### src/rtl/vga_pkg.sv
// Shared VGA timing constants and the generation scheduler state type.
// Latency: n/a (declarations only).
// Backpressure: n/a.
package vga_pkg;

    localparam int H_VISIBLE = 640;
    localparam int H_TOTAL   = 800;
    localparam int V_VISIBLE = 480;
    localparam int V_TOTAL   = 525;

    typedef enum logic [1:0] {
        IDLE,
        START,
        RUN,
        SWAP
    } sched_state_t;

endpackage

### src/rtl/life_gen_scheduler.sv
// Launches Life generations on the frame tick and arbitrates the single-port cell buffer.
// Latency: gen_start 1 cycle after the launching frame tick; buf_swap 1 cycle after eng_done.
// Backpressure: the engine is granted memory only during vblank in RUN; it stalls across frames otherwise.
//
// Ports:
//   clk, reset          pixel clock, asynchronous active-high reset
//   hpos, vpos          raster position from the sync generator
//   enable, step        free-run / paused control, single-step request pulse
//   disp_req, eng_req   memory requests from display reader and update engine
//   eng_done            engine finished the current generation
//   disp_gnt, eng_gnt   mutually exclusive memory grants
//   gen_start, buf_swap single-cycle pulses to the engine / buffer selector
//   busy, gen_count     generation in progress, completed generation count
module life_gen_scheduler #(
    parameter int FRAMES_PER_GEN = 8,
    parameter int FCNT_W         = 4,
    parameter int V_VISIBLE      = vga_pkg::V_VISIBLE,
    parameter int GEN_W          = 16
) (
    input  logic             clk,
    input  logic             reset,
    input  logic [9:0]       hpos,
    input  logic [9:0]       vpos,
    input  logic             enable,
    input  logic             step,
    input  logic             disp_req,
    input  logic             eng_req,
    input  logic             eng_done,
    output logic             disp_gnt,
    output logic             eng_gnt,
    output logic             gen_start,
    output logic             buf_swap,
    output logic             busy,
    output logic [GEN_W-1:0] gen_count
);

    import vga_pkg::*;

    localparam logic [FCNT_W-1:0] LAST_FRAME = FCNT_W'(FRAMES_PER_GEN - 1);
    localparam logic [9:0]        VBLANK_LINE = 10'(V_VISIBLE);

    sched_state_t      state;
    logic [FCNT_W-1:0] frame_cnt;
    logic              step_pending;

    logic frame_tick;
    logic vblank;
    logic launch;

    // First pixel of the first blanked line: exactly one cycle per frame.
    assign frame_tick = (hpos == 10'd0) && (vpos == VBLANK_LINE);
    assign vblank     = (vpos >= VBLANK_LINE);

    // Launches are only considered at the frame tick, so a request made
    // mid-frame waits for the start of the next vblank window.
    assign launch = (state == IDLE) && frame_tick &&
                    (enable ? (frame_cnt == LAST_FRAME) : step_pending);

    always_ff @(posedge clk or posedge reset) begin
        if (reset) begin
            state        <= IDLE;
            frame_cnt    <= '0;
            step_pending <= 1'b0;
            gen_count    <= '0;
            gen_start    <= 1'b0;
            buf_swap     <= 1'b0;
        end else begin
            gen_start <= 1'b0;
            buf_swap  <= 1'b0;

            // A step coinciding with a launch is consumed by that launch.
            if (launch) begin
                step_pending <= 1'b0;
            end else if (step && !enable) begin
                step_pending <= 1'b1;
            end

            case (state)
                IDLE: begin
                    if (launch) begin
                        state     <= START;
                        gen_start <= 1'b1;
                        frame_cnt <= '0;
                    end else if (frame_tick && enable) begin
                        frame_cnt <= frame_cnt + 1'b1;
                    end
                end
                START: state <= RUN;
                RUN: begin
                    if (eng_done) begin
                        state    <= SWAP;
                        buf_swap <= 1'b1;
                    end
                end
                SWAP: begin
                    state     <= IDLE;
                    gen_count <= gen_count + 1'b1;
                end
                default: state <= IDLE;
            endcase
        end
    end

    assign busy = (state != IDLE);

    // Engine only touches memory in vblank; the display wins everywhere else.
    assign eng_gnt  = eng_req && vblank && (state == RUN);
    assign disp_gnt = disp_req && !eng_gnt && !reset;

endmodule

### config.mk
export PLATFORM = sky130hd
export DESIGN_NAME = life_gen_scheduler
export DESIGN_NICKNAME = d
export VERILOG_FILES = /design/src/rtl/vga_pkg.sv /design/src/rtl/life_gen_scheduler.sv
export SDC_FILE = /design/constraint.sdc
export NUM_CORES = 1
export LEC_CHECK = 0
export BUFFER_PORTS_ARGS = -buffer_cell sky130_fd_sc_hd__buf_2
export CAP_MARGIN = 20
export CORE_MARGIN = 3
export CORE_UTILIZATION = 35
export CTS_CLUSTER_SIZE = 20
export DETAILED_ROUTE_END_ITERATION = 6
export SLEW_MARGIN = 20
export SYNTH_ARGS = -nofsm -noshare
export SYNTH_HDL_FRONTEND = slang
export SYNTH_SLANG_ARGS = --single-unit
### constraint.sdc
create_clock -name clk -period 2.6 [get_ports clk]
set_clock_uncertainty 0.05 [all_clocks]
set_input_delay 0.39 -clock clk [delete_from_list [all_inputs] [get_ports clk]]
set_output_delay 0.39 -clock clk [all_outputs]
set_load 0.005 [all_outputs]
==> key figures, run 1 <==
Status
  • Outcome: finished, final reports clean

Synth
  • Synth warnings: 0
  • Syn Std Cell Area: around 1300 µm²
  • Syn Area/Cell: between 10 and 15 µm²
  • Most common flop cell mapped by yosys: dfrtp_1
  • Post-Synth XOR/XNOR Area: 0.1015
  • Post-synth EDFFs: 0
  • Yosys top cell area share: 0.4836
  • Yosys cell types: 32
  • Post-Syn Nets: approximately 150
  • Top cells by count, synth: dfrtp_1, nand2_1, inv_1
  • Compound-Gate Fraction of Synth Area: 0.06190
  • Top cells by area, synth: dfrtp_1, ha_1, xnor2_1
  • Cell with the most instances after synthesis: dfrtp_1
  • Async set-reset flop share out of synthesis: 1.000
  • Biggest area consumer among synthesized cells: dfrtp_1
  • Seq/Total Area, Yosys: 0.4836
  • Synthesized flop and latch total: 25
  • Post-Syn Instances: 120
  • Largest family of logic cells by synthesized area: simple AND/OR/NAND/NOR gates
  • Post-Synth Adder-Cell Area: 0.05803
  • Synth Area in Simple Gates: 0.2302
  • Post-synthesis mux area share: 0.03578

Worst setup path
  • Setup crit end kind: register
  • Flop2flop setup slack: around 0.41 ns
  • Worst r2r dst: state[1]
  • Critical path endpoint: state[1]
  • R2r startpoint: state[0]
  • Worst EP required: about 2.7 ns
  • Crit path from: state[0]
  • Reg2reg path depth: 6
  • Crit Path Class: register to register
  • CP max FO: 9
  • Arr. time, crit path: about 2.3 ns
  • CP Launch Type: register

Placement
  • HPWL after DPL: between 2 and 2.5 mm
  • I/O Buffers: 47
  • Placer Congestion: just under 0.8
  • Dpl cells: between 200 and 250

Floorplanning
  • Die span in y: 66.80 µm
  • DIE AREA: around 4500 µm²
  • Starting Density: 0.3759
  • Core ar.: approximately 3400 µm²
  • I/O pins: 48
  • Row cnt: 21
  • Chip width: approximately 67 µm

STA
  • Worst Max-Slew Pin Slew: about 0.39 ns
  • Slew headroom: 0.7364
  • Worst hold slack: between 0.1 and 0.15 ns
  • RSZ-0062 raised after global routing: false
  • Fin. Hold Viols: 0
  • Fmax: between 400 and 500 MHz
  • Period minus WS final: around 2.2 ns
  • Tcrit/Tclk final: 0.8427
  • Fin Setup TNS: 0 ns
  • Final setup vio count: 0
  • Slew Viols, Final: 0

Finish
  • Synthesis-to-finish area growth: 27.37%
  • N_diodes: 0
  • Fraction of layout cells with a size suffix above 1: 0.3526
  • Non-Filler Instances: around 220
  • Final Net Count: 207

Routing
  • Routed WL: about 2.6 mm
  • Vias per cell: 4.854
  • Drt first pass iters: 3
  • Wire per inst: 11.81 µm
  • Vias: 1063
  • Post-route ant nets: 0
  • Iter 0 DRT Violations: around 40
  • DRC: 0

Clock tree
  • Post-CTS Setup Bufs: 0
  • Clk pin slew, worst setup/hold paths: approximately 0.090 ns
  • CTS tree: yes
  • CTS Buffer Depth: 2
  • Root Buffer: clkbuf_8
  • CTS Sinks: 25
  • Htree depth: 1
  • Cts bufs inserted: 3
  • Clk_lat worst skew: around 0.27 ns
  • Hold Buf Count CTS: 0
  • Post-cts sizing count: 0

Power
  • Final Power: about 1.1 mW
  • Worst ir drop on vdd: roughly 240 µV
  • PwrDens: between 600 and 700 nW/µm²
  • Lkg Pwr: 0.8326 nW

GRT
  • Vias in the first global route: between 1000 and 1500
  • First-pass GRT wire length: ~4.5 mm
  • GRT Overall Usage: 0.1300
  • Largest net degree at the start of global routing: 26
  • Total grt overflow: 0
  • Initial antenna violation count: 0

Flow run
  • Maxcap violations: 0

Hold path
  • Worst min path class: primary input to async pin
## critical path, cell delays in order (launching register included)
cell	delay (ns)
dfrtp_1	0.39
inv_1	0.13
ha_1	0.20
nor4b_2	0.23
nand4_2	0.25
o41a_1	0.52
mux2_4	0.31
## final cells by class
class                           instances  area [µm²]
Sequential cell                        25       625.6
Fill cell                             336        1794
Inverter                               10       37.54
Clock buffer                            3       41.29
Clock inverter                          1       5.005
Multi-Input combinational cell         85       630.6
Timing Repair Buffer                   49       250.2
Tap cell                               46       57.56
## through the flow
stage / area, µm² / util / worst slack (ns)
2_1_floorplan: 1294 / - / 0.5916
3_3_place_gp: 1602 / 0.4653 / 0.4884
3_5_place_dp: 1602 / 0.4653 / 0.4079
4_1_cts: 1648 / 0.4787 / 0.3960
5_1_grt: 1648 / 0.4787 / 0.2820
6_report: 1648 / 0.4787 / 0.4089
## sequential cells by signal, indices dropped and copies added (netlist names)
signal,flops
step_pending,1
state,2
buf_swap,1
gen_start,1
frame_cnt,4
gen_count,16
## cells in the final DEF (no fill, tap or decap), drive strengths merged, types with 2 or more instances in the layout
master	instances
nand4	5
mux2	2
or4	3
buf	49
nor3	5
a21oi	5
xnor2	8
nand3	4
dfrtp	25
clkbuf	3
xor2	7
nor4	5
nor2	7
ha	6
nand2	12
o31ai	3
mux2i	2
inv	10
## kinds of logic (layout without fill, tap and decap cells)
kind of cell	Yosys count	after routing
simple gates	48	48
flops	25	25
xor+xnor	15	15
compound gates	12	12
buf+inv	10	63
fa+ha+maj	6	6
mux	4	4
## worst min-delay path by stage
stage	slack, ns	to	from	cells past startpoint
2_1_floorplan	0.37	buf_swap	reset	1
3_3_place_gp	0.40	gen_count[15]	gen_count[15]	1
3_5_place_dp	0.41	gen_count[15]	gen_count[15]	1
4_1_cts	0.12	buf_swap	reset	3
5_1_grt	0.15	buf_swap	reset	3
6_report	0.11	frame_cnt[1]	reset	3
## layer usage
metal | vias up | share of wire | global-route usage | wire [µm]
li1 | 524 | - | - | -
met1 | 492 | 0.45 | 0.1519 | 1157
met2 | 43 | 0.45 | 0.2265 | 1169
met3 | 4 | 0.089 | 0.03035 | 230
met4 | 0 | 0.011 | 0.05330 | 29
met5 | - | 0 | 0 | 0
## power by group
group / total (mW) / switching [mW] / leakage [nW] / internal [mW]
clock: 0.231 / 0.124 / 0.0255 / 0.107
sequential: 0.525 / 0.0698 / 0.319 / 0.456
combinational: 0.344 / 0.158 / 0.488 / 0.187
(Power assumes the default switching activity.)
==> run 2: changes to the inputs <==
==> constraint.sdc (replaced) <==
create_clock -name clk -period 1.95 [get_ports clk]
set_clock_uncertainty 0.05 [all_clocks]
set_input_delay 0.2925 -clock clk [delete_from_list [all_inputs] [get_ports clk]]
set_output_delay 0.2925 -clock clk [all_outputs]
set_load 0.005 [all_outputs]
==> run 2 against run 1 <==
Count of clock-buffer cells in the layout is 1 higher. Fmax is 13% higher. Worst hold slack worse by 0.084 ns. First-iteration DRC count is 27% higher. Utilization is 5.5 points higher.
==> key figures, run 2 (synthesis gave the netlist of run 1 again) <==
GRT
  • Largest net degree at the start of global routing: 26
  • Total grt overflow: 0
  • First-pass GRT wire length: ~5.1 mm
  • GRT Overall Usage: 0.1464
  • Vias in the first global route: 1214
  • Initial antenna violation count: 0

Finish
  • Non-Filler Instances: 231
  • Most frequent cells in the layout: buf_2, dfrtp_1, nand2_1, buf_4
  • Largest reg by FF count: gen_count
  • Final Net Count: 219
  • Largest register FFs: 16
  • Synthesis-to-finish area growth: 41.88%
  • Fraction of layout cells with a size suffix above 1: 0.4649
  • Post-layout util: 0.5333
  • Final instance area: 1836 µm²
  • Most common cell after layout, fill and taps aside: buf_2
  • Largest registers: gen_count: 16 flops, frame_cnt: 4 flops, state: 2 flops
  • N_diodes: 0

Clock tree
  • Root Buffer: clkbuf_8
  • CTS Buffer Depth: 2
  • CTS Sinks: 25
  • Clk pin slew, worst setup/hold paths: ~0.080 ns
  • Clk_lat worst skew: roughly 0.27 ns
  • CTS tree: yes
  • Cts bufs inserted: 3
  • Htree depth: 1
  • Hold Buf Count CTS: 0

Worst setup path
  • Worst path top cell family by delay: compound AO/OA/AOI/OAI gates
  • Critical path buffers and inverters: 1
  • Critical-path cell list: inv_2 > ha_4 > nor4b_4 > nand4_2 > o41a_1 > mux2_4
  • Setup crit end kind: register
  • Slowest cell on the critical path: o41a_1
  • Crit Path Class: register to register
  • CP max FO: 4
  • CP Launch Type: register
  • Arr. time, crit path: between 2 and 2.5 ns
  • Worst EP required: 2.06 ns
  • Slowest Stage Delay on Critical Path: roughly 0.47 ns

STA
  • Period minus WS final: between 1.5 and 2 ns
  • Fmax: about 520 MHz
  • RSZ-0062 raised after global routing: true
  • Fin. Hold Viols: 0
  • Tcrit/Tclk final: 0.9917
  • Final setup vio count: 0
  • Fin Setup TNS: 0 ns
  • Worst Max-Slew Pin Slew: about 0.46 ns
  • Slew headroom: 0.6900
  • Slew Viols, Final: 0

Placement
  • HPWL after DPL: between 2 and 2.5 mm
  • Placed inst area: around 1600 µm²
  • I/O Buffers: 47
  • Dpl cells: approximately 220
  • Placer Congestion: around 0.85

Floorplanning
  • DIE AREA: roughly 4500 µm²
  • I/O pins: 48
  • Die span in y: around 67 µm
  • Row cnt: 21
  • Core ar.: between 3000 and 4000 µm²
  • Starting Density: 0.3759
  • Chip width: between 60 and 70 µm

Status
  • Outcome: finished, final reports clean

Routing
  • Vias per cell: ~4.9
  • Drt first pass iters: 4
  • Vias: ~1100
  • Iter 0 DRT Violations: 52
  • Wire per inst: 12.73 µm
  • Post-route ant nets: 0
  • DRC: 0
  • Routed WL: just under 3 mm

Flow run
  • Maxcap violations: 0

Power
  • Lkg Pwr: just over 0.9 nW
  • Worst ir drop on vdd: 411.8 µV
  • PwrDens: approximately 900 nW/µm²
  • Final Power: 1.674 mW

Hold path
  • Worst min path class: primary input to async pin
-- run 2: cell count changes in the layout (fill, tap and decap cells not counted), moves of 3 or more --
cell and delta:
a21oi_1 -3, a21oi_2 +3, buf_4 +10, ha_1 -3, ha_4 +3
-- run 2: area by class of cell --
class                           count  area, µm²
Fill cell                         328       1607
Multi-Input combinational cell     85      721.9
Sequential cell                    25      625.6
Timing Repair Buffer               61      347.8
Tap cell                           46      57.56
Clock buffer                        4      45.04
Inverter                           10      37.54
-- run 2: final timing paths --
| path | start | end | slack [ns] | depth (start not counted) |
|---|---|---|---|---|
| max | state[0] | state[1] | 0.02 | 6 |
| min | reset | gen_count[1] | 0.03 | 3 |
| max reg2reg | state[0] | state[1] | 0.02 | 6 |
| min reg2reg | gen_count[15] | gen_count[15] | 0.42 | 1 |
| max in group asynchronous | reset | gen_count[13] | 1.58 | 3 |
| min in group clk | eng_done | buf_swap | 0.21 | 2 |
-- run 2: worst register-to-register path: stages (launching register included) --
cell     delay (ns)
dfrtp_1        0.40
inv_2          0.13
ha_4           0.15
nor4b_4        0.19
nand4_2        0.13
o41a_1         0.47
mux2_4         0.31
-- run 2: power breakdown --
group          total (mW)  switching (mW)  internal (mW)
Combinational       0.666           0.286          0.380
Sequential          0.699          0.0918          0.608
Clock               0.308           0.162          0.146
Total                1.67           0.540           1.13
-- run 2: repair_timing --
item / in CTS / in global routing
endpoints found under the setup margin: 4 / 8
setup buffers: 3 / 3
gates resized for setup: 2 / 19
pin swaps: 1 / 7
endpoints found under the hold margin: 0 / 0
-- run 2: stage by stage --
stage / hold WS [ns] / worst slack [ns]
after floorplan: 0.2698 / 0.06027
after global placement: 0.3238 / 0.05074
after detailed placement: 0.3314 / -0.05367
after CTS: 0.03783 / 0.0005660
after global routing: 0.06612 / -0.06872
final: 0.03076 / 0.01615
-- run 2: routing by layer --
metal | GRT usage | vias up | part of all wire
met1 | 0.1696 | 532 | 0.40
met3 | 0.02867 | 6 | 0.072
met5 | 0 | - | 0
li1 | - | 555 | -
met2 | 0.2636 | 43 | 0.51
met4 | 0.05330 | 0 | 0.017
